==> src/rtl/shftreg_univ.sv <==
// shftreg_univ: parametrised universal shift register with logical/rotate/arithmetic modes,
// serial-out, and a burst sequencer that shifts cnt_i positions with busy/done handshake.
module shftreg_univ #(
    parameter int WIDTH = 4,
    parameter int CNTW  = 3
) (
    input  logic             clk,
    input  logic             rst_n,
    input  logic             ld_i,
    input  logic [WIDTH-1:0] inp_i,
    input  logic             en_i,
    input  logic             rl_i,
    input  logic [1:0]       mode_i,
    input  logic             ins_i,
    input  logic             start_i,
    input  logic [CNTW-1:0]  cnt_i,
    output logic [WIDTH-1:0] d_o,
    output logic             outs_o,
    output logic             busy_o,
    output logic             done_o
);
    typedef enum logic [1:0] {IDLE, SHIFT, DONE} state_t;
    state_t           state_q;
    logic [WIDTH-1:0] d_q, sh_d;
    logic [CNTW-1:0]  cnt_q;
    logic [1:0]       mode_q, mode_d;
    logic             rl_q, rl_d, outs_q, busy_q, done_q, fill, sh_out, hold;
    // a running burst uses its latched direction/mode; single steps use the live inputs
    always_comb begin
        rl_d   = state_q == SHIFT ? rl_q : rl_i;
        mode_d = state_q == SHIFT ? mode_q : mode_i;
        hold   = mode_d == 2'b11;
        fill   = mode_d == 2'b00 ? ins_i :
                 mode_d == 2'b01 ? (rl_d ? d_q[0] : d_q[WIDTH-1]) :
                 (rl_d ? d_q[WIDTH-1] : 1'b0);
        sh_d   = rl_d ? {fill, d_q[WIDTH-1:1]} : {d_q[WIDTH-2:0], fill};
        sh_out = rl_d ? d_q[0] : d_q[WIDTH-1];
    end
    always_ff @(posedge clk or negedge rst_n) begin
        if (!rst_n) begin
            state_q <= IDLE;
            d_q     <= '0;
            cnt_q   <= '0;
            rl_q    <= 1'b0;
            mode_q  <= 2'b00;
            outs_q  <= 1'b0;
            busy_q  <= 1'b0;
            done_q  <= 1'b0;
        end else if (state_q == SHIFT) begin
            if (!hold) begin
                d_q    <= sh_d;
                outs_q <= sh_out;
            end
            cnt_q <= cnt_q - 1'b1;
            if (cnt_q == 1) begin
                state_q <= DONE;
                busy_q  <= 1'b0;
                done_q  <= 1'b1;
            end
        end else begin
            state_q <= IDLE;
            done_q  <= 1'b0;
            if (ld_i) begin
                d_q <= inp_i;
            end else if (start_i) begin
                if (cnt_i != 0) begin
                    state_q <= SHIFT;
                    cnt_q   <= cnt_i;
                    rl_q    <= rl_i;
                    mode_q  <= mode_i;
                    busy_q  <= 1'b1;
                end else begin
                    state_q <= DONE;
                    done_q  <= 1'b1;
                end
            end else if (en_i && !hold) begin
                d_q    <= sh_d;
                outs_q <= sh_out;
            end
        end
    end
    assign d_o    = d_q;
    assign outs_o = outs_q;
    assign busy_o = busy_q;
    assign done_o = done_q;
endmodule

==> config.mk <==
export PLATFORM = sky130hd
export DESIGN_NAME = shftreg_univ
export DESIGN_NICKNAME = d
export VERILOG_FILES = /design/src/rtl/shftreg_univ.sv
export SDC_FILE = /design/constraint.sdc
export NUM_CORES = 1
export LEC_CHECK = 0
export CAP_MARGIN = 20
export CORE_MARGIN = 2
export CORE_UTILIZATION = 50
export CTS_BUF_LIST = sky130_fd_sc_hd__clkbuf_8
export DETAILED_ROUTE_END_ITERATION = 10
export PLACE_DENSITY_LB_ADDON = 0.05
export REMOVE_ABC_BUFFERS = 1
export SLEW_MARGIN = 20
export SYNTH_ARGS = -nofsm -noshare
export SYNTH_HDL_FRONTEND = slang
export SYNTH_SLANG_ARGS = --single-unit
export TNS_END_PERCENT = 20
==> constraint.sdc <==
create_clock -name clk -period 2.38 [get_ports clk]
set_input_delay 0.238 -clock clk [delete_from_list [all_inputs] [get_ports clk]]
set_output_delay 0.238 -clock clk [all_outputs]
set_load 0.01 [all_outputs]
==> results of run 1 <==
[synth_stat cells (all sizes together)]
master / count / area share, %
and2b: 1 / 0.91
xor2: 1 / 1.1
o21a: 1 / 0.91
a31oi: 2 / 1.5
nand2b: 3 / 3.2
mux2i: 7 / 9.4
ha: 2 / 3.0
a21boi: 2 / 1.8
nand2: 12 / 5.4
or3: 1 / 0.76
mux2: 6 / 8.2
o21ai: 8 / 5.3
buf: 1 / 0.60
nor2b: 1 / 0.76
a311o: 1 / 1.2
nor2: 2 / 0.91
nand3: 1 / 0.60
and2: 1 / 0.76
a211oi: 1 / 0.91
dfrtp: 14 / 42
a21oi: 6 / 3.6
nand3b: 2 / 1.8
and3: 1 / 0.76
inv: 2 / 0.91
clkbuf: 2 / 0.91
o22ai: 2 / 1.5
a41oi: 1 / 1.1
[worst paths after layout]
| kind | to | start | depth (start not counted) |
|---|---|---|---|
| max in group asynchronous | d_o[2]$_DFFE_PN0P_ | rst_n | 1 |
| hold reg to reg | busy_o$_DFFE_PN0P_ | busy_o$_DFFE_PN0P_ | 1 |
| min in group clk | busy_o$_DFFE_PN0P_ | busy_o$_DFFE_PN0P_ | 1 |
| hold / removal | done_o$_DFFE_PN0P_ | rst_n | 1 |
| setup reg to reg | d_o[2]$_DFFE_PN0P_ | done_o$_DFFE_PN0P_ | 5 |
| setup / recovery | d_o[2]$_DFFE_PN0P_ | done_o$_DFFE_PN0P_ | 5 |
[sequential cells by signal (all words and copies together) (netlist names)]
name and count:
rl_q 1, state_q 1, d_o 4, outs_o 1, done_o 1, cnt_q 3, busy_o 1, mode_q 2
[layer usage]
layer	share of wire [%]	global-route usage, %	up-vias
li1	-	-	351
met1	46	29.84	337
met2	47	33.91	27
met3	6.5	4.000	2
met4	0.34	5.455	0
met5	0	0	-
[per-stage QoR]
stage | power, mW | setup slack, ns | instance area, µm²
after floorplan | 1.008 | 0.7798 | 815.8
after global placement | 1.251 | 0.5710 | 1056
after detailed placement | 1.282 | 0.5507 | 1056
after CTS | 1.518 | 0.6344 | 1111
after global routing | 1.631 | 0.5588 | 1111
final | 1.504 | 0.6599 | 1111
[final cells by class]
| type | count | area, µm² | area share, % |
|---|---|---|---|
| Timing Repair Buffer | 22 | 220.2 | 19.82 |
| Tap cell | 16 | 20.02 | 1.802 |
| Multi-Input combinational cell | 65 | 457.9 | 41.22 |
| Clock buffer | 4 | 55.05 | 4.955 |
| Sequential cell | 14 | 350.3 | 31.53 |
| Inverter | 2 | 7.507 | 0.6757 |
[report_power, final]
part	leakage, nW	switching (mW)	internal (mW)
logic	0.270	0.387	0.421
registers	0.164	0.102	0.364
clock network	0.0288	0.0832	0.146
total	0.463	0.572	0.932
[kinds of logic (layout without fill, tap and decap cells)]
group	Yosys count	count (layout)	synth area share [%]
and+or+nand+nor	25	25	15.86
AOI/OAI and AO/OA	24	24	17.82
DFF	14	14	42.30
muxes	13	13	17.52
buffers and inverters	5	28	2.417
adders and majority gates	2	2	3.021
xor gates and xnor gates	1	1	1.058
[worst max-delay path: stages, from the launching register on]
cell	delay, ns
dfrtp_1	0.37
nand2b_4	0.23
mux2i_2	0.41
mux2_2	0.38
mux2i_1	0.12
o21ai_0	0.09
==> results.md, run 1 <==
* Final Hold Vio Count at 0
* Most common cell after layout, fill and taps aside: clkdlybuf4s50_1
* I/O Buffers at 22
* Total grt overflow at 0
* Seq cells post-synth at 14
* Layout Skew at 0.001958 ns
* Final core occ at 72.91%
* Total Wirelength at 1751 µm
* Leak at 0.4630 nW
* CP Capture Type: flip-flop
* CTS tree: yes
* Status: complete, no violations
* Flop-to-flop setup slack at 0.66 ns
* Vias/cell at 5.829
* Starting Density at 54.35%
* Vias at 717
* Antenna Nets Post-Route at 0
* Share of the yosys chip area belonging to registers at 42.30%
* Fmax at 0.5814 GHz
* CTS Buf Count at 3
* Final setup TNS at 0 ns
* Die ar. at 1998 µm²
* Synthesized area at 828.3 µm²
* Die Y at 44.70 µm
* Drt drc at 0
* Clk Tree Root Cell: clkbuf_8
* Worst-path fanout max at 12
* 1st-iter DRT viols at 14
* Clock Tree Buf Depth at 2
* Vias in the first global route at 669
* Clk_lat worst skew at 0.24 ns
* Synthesized instance count at 84
* Fin crit period at 1.720 ns
* HPWL after DPL at 1329 µm
* Largest net degree at the start of global routing at 15
* Distinct cell type count after synthesis at 30
* Fillers at 122
* Total placed cells including tap cells at 119
* RSZ-0062 raised after global routing: no
* Clock Sinks at 14
* Ratio of final minimum period to clock period at 72.27%
* Setup repair bufs after CTS at 0
* Rows at 14
* Worst hold slack at 0.3852 ns
* Pre-antenna DRT Iters at 4
* # IOs at 23
* Htree depth at 1
* Worst-Margin Slew at 0.6296 ns
* Final setup fails at 0
* Gr usage total at 21.24%
* Die X at 44.70 µm
* P per Cell Area at 1353 nW/µm²
* Max_cap viols at 0
* Final Wtd Congestion at 0.8340
* Worst-path clk slew at 0.06 ns
* Diodes inserted at 0
* # hold bufs at CTS at 0
* Most frequent cells in the layout: 22 x clkdlybuf4s50_1, 14 x dfrtp_1, 12 x nand2_1
* Final Slew Violations at 0
* Fin cells at 123
* Syn Area/Cell at 9.861 µm²
* Synth warn at 0
* Drt wl/cell at 14.24 µm
* Hold crit path type: in -> async
* CP Class: reg -> reg
* Area Overhead vs Synth at 34.14%
* Nets at 126
* WP data required at 2.50 ns
* Slew headroom at 57.89%
* Share of cells above drive strength 1 at 13.08%
* Initial antenna violation count at 0
* Crit path DAT at 1.84 ns
* Crit start category: flip-flop
* # resized after CTS at 0
* Area of the core at 1524 µm²
* VDD IR-drop max at 652.5 µV
* First-pass GRT wire length at 3056 µm
No activity file was read; power rests on OpenSTA's default activity.
==> run 2: changes to the inputs <==
CORE_UTILIZATION = 44   (was 50)
clock period = 1.4 ns   (was 2.38 ns; I/O delays follow)
==> run 2 against run 1 <==
The run now ends with setup timing left. Design area increased by 14%. Via count rose by 7.9%. Non-clock buffer count up 14. Global-route usage rose by 0.87 points. Cell count rose by 18%. Largest power group unchanged.
==> results.md, run 2 (same netlist as run 1, synthesis figures left out) <==
* Combinational Power Share at 60.0%
* Worst hold slack at 0.2368 ns
* Final Hold Vio Count at 0
* Die Y at 47.39 µm
* Status: complete, but fails checks
* Drt wl/cell at 14.38 µm
* Fin crit period at 1.508 ns
* Htree depth at 1
* Rows at 15
* CP Capture Type: flip-flop
* CP max stage cell: dfrtp_1
* Switch Pwr at 1.090 mW
* Gr usage total at 22.11%
* Clock power share at 11.3%
* Reg2reg end: d_o[2]$_DFFE_PN0P_
* Leak at 0.5570 nW
* Fin cells at 145
* RSZ-0062 raised after global routing: yes
* Worst-path fanout max at 4
* Crit start category: flip-flop
* Starting Density at 47.46%
* Area of the core at 1745 µm²
* Cell depth of the worst setup path at 5
* Flop-to-flop setup slack at -0.11 ns
* 1st-iter DRT viols at 9
* Crit path DAT at 1.63 ns
* Most common cell after layout, fill and taps aside: clkdlybuf4s50_1
* Vias at 774
* Cell Chain, Critical Path: nand2b_4, mux2i_4, mux2_4, mux2i_1, o21ai_1
* Worst-Margin Slew at 0.2161 ns
* Share of cells above drive strength 1 at 25.83%
* Power Total at 2.863 mW
* Slew headroom at 85.28%
* CTS Buf Count at 3
* Fin worst setup slack at -0.1083 ns
* Ratio of final minimum period to clock period at 107.7%
* Clock Tree Buf Depth at 2
* CP Class: reg -> reg
* Nets at 140
* HPWL after DPL at 1611 µm
* Int Pwr at 1.773 mW
* Total grt overflow at 0
* Hold crit path type: in -> async
* Placed Area at 1165 µm²
* Total Wirelength at 2085 µm
* Final Slew Violations at 0
* Design area at 1265 µm²
* Die ar. at 2245 µm²
* Max reg flops at 4
* WP data required at 1.52 ns
* Most frequent cells in the layout: 21 x clkdlybuf4s50_1, 14 x buf_4, 13 x dfrtp_1
* Vias in the first global route at 756
* Vias/cell at 5.338
* Max_cap viols at 0
* Clk Tree Root Cell: clkbuf_8
* Pre-antenna DRT Iters at 4
* Worst-path clk slew at 0.06 ns
* Failing checks: setup timing
* Area Overhead vs Synth at 52.72%
* Final setup fails at 5
* Diodes inserted at 0
* FF-to-FF path depth at 5
* Total placed cells including tap cells at 141
* Die X at 47.39 µm
* VDD IR-drop max at 1229 µV
* Layout Skew at 0.001916 ns
* I/O Buffers at 22
* P per Cell Area at 2263 nW/µm²
* Clk_lat worst skew at 0.24 ns
* Share of total power in sequential cells at 28.7%
* Antenna Nets Post-Route at 0
* Largest net degree at the start of global routing at 15
* Net Sw Frac at 38.07%
* Fmax at 0.6630 GHz
* Final Wtd Congestion at 0.7649
* First-pass GRT wire length at 3394 µm
* Buf/Inv on CP at 0
* Clock Sinks at 14
* RR Startpoint: state_q[0]$_DFFE_PN0P_
* Worst path max stage delay at 0.40 ns
* Drt drc at 0
* Initial antenna violation count at 0
* # IOs at 23
* Critical path's top delay family: multiplexers
* CTS tree: yes
-- run 2: cell type report --
class	instances	area [µm²]
multi-input combinational	65	505.5
fill	133	480.5
sequential	14	351.6
timing repair buffer	36	327.8
clock buffer	3	41.29
tap	25	31.28
inverter	2	7.507
-- run 2: through the flow --
step | TNS, ns | worst slack (ns) | utilization [%]
after floorplan | -0.6119 | -0.2002 | -
after global placement | -1.541 | -0.1936 | 66.74
after detailed placement | -1.829 | -0.2030 | 66.74
after CTS | -0.4228 | -0.1138 | 71.61
final | -0.3591 | -0.1083 | 72.47
after global routing | -0.9358 | -0.2045 | 72.47
-- run 2: worst max-delay path by stage --
stage	slack, ns	from	endpoint
4_1_cts	-0.11	done_o$_DFFE_PN0P_	d_o[2]$_DFFE_PN0P_
2_1_floorplan	-0.20	done_o$_DFFE_PN0P_	d_o[1]$_DFFE_PN0P_
5_1_grt	-0.20	state_q[0]$_DFFE_PN0P_	d_o[2]$_DFFE_PN0P_
3_3_place_gp	-0.19	cnt_i[2]	busy_o$_DFFE_PN0P_
6_report	-0.11	state_q[0]$_DFFE_PN0P_	d_o[2]$_DFFE_PN0P_
3_5_place_dp	-0.20	cnt_i[2]	busy_o$_DFFE_PN0P_
-- run 2: timing repair --
item,4_1_cts,5_1_grt
pin swaps,2,0
gates resized for setup,10,3
setup buffers,1,0
hold endpoints to repair,0,0
hold buffers,0,0
gates cloned,0,0
setup endpoints to repair,8,12
-- run 2: power groups by stage --
stage	clock network, mW	registers, mW	logic (mW)
2_1_floorplan	0	0.810	0.903
3_3_place_gp	0	0.794	1.50
3_5_place_dp	0	0.812	1.54
4_1_cts	0.331	0.819	1.69
5_1_grt	0.348	0.854	1.90
6_report	0.324	0.822	1.72
-- run 2: layer usage --
metal  track usage [%]  vias to the layer above  part of all wire (%)
met2             35.14                       18                    47
met4             5.000                        0                  0.43
li1                  -                      375                     -
met1             31.59                      379                    49
met5                 0                        -                     0
met3             3.462                        2                   3.8
-- run 2: worst reg2reg max path: stages (launching register included) --
cell	delay, ns
dfrtp_1	0.40
nand2b_4	0.13
mux2i_4	0.30
mux2_4	0.32
mux2i_1	0.16
o21ai_1	0.08
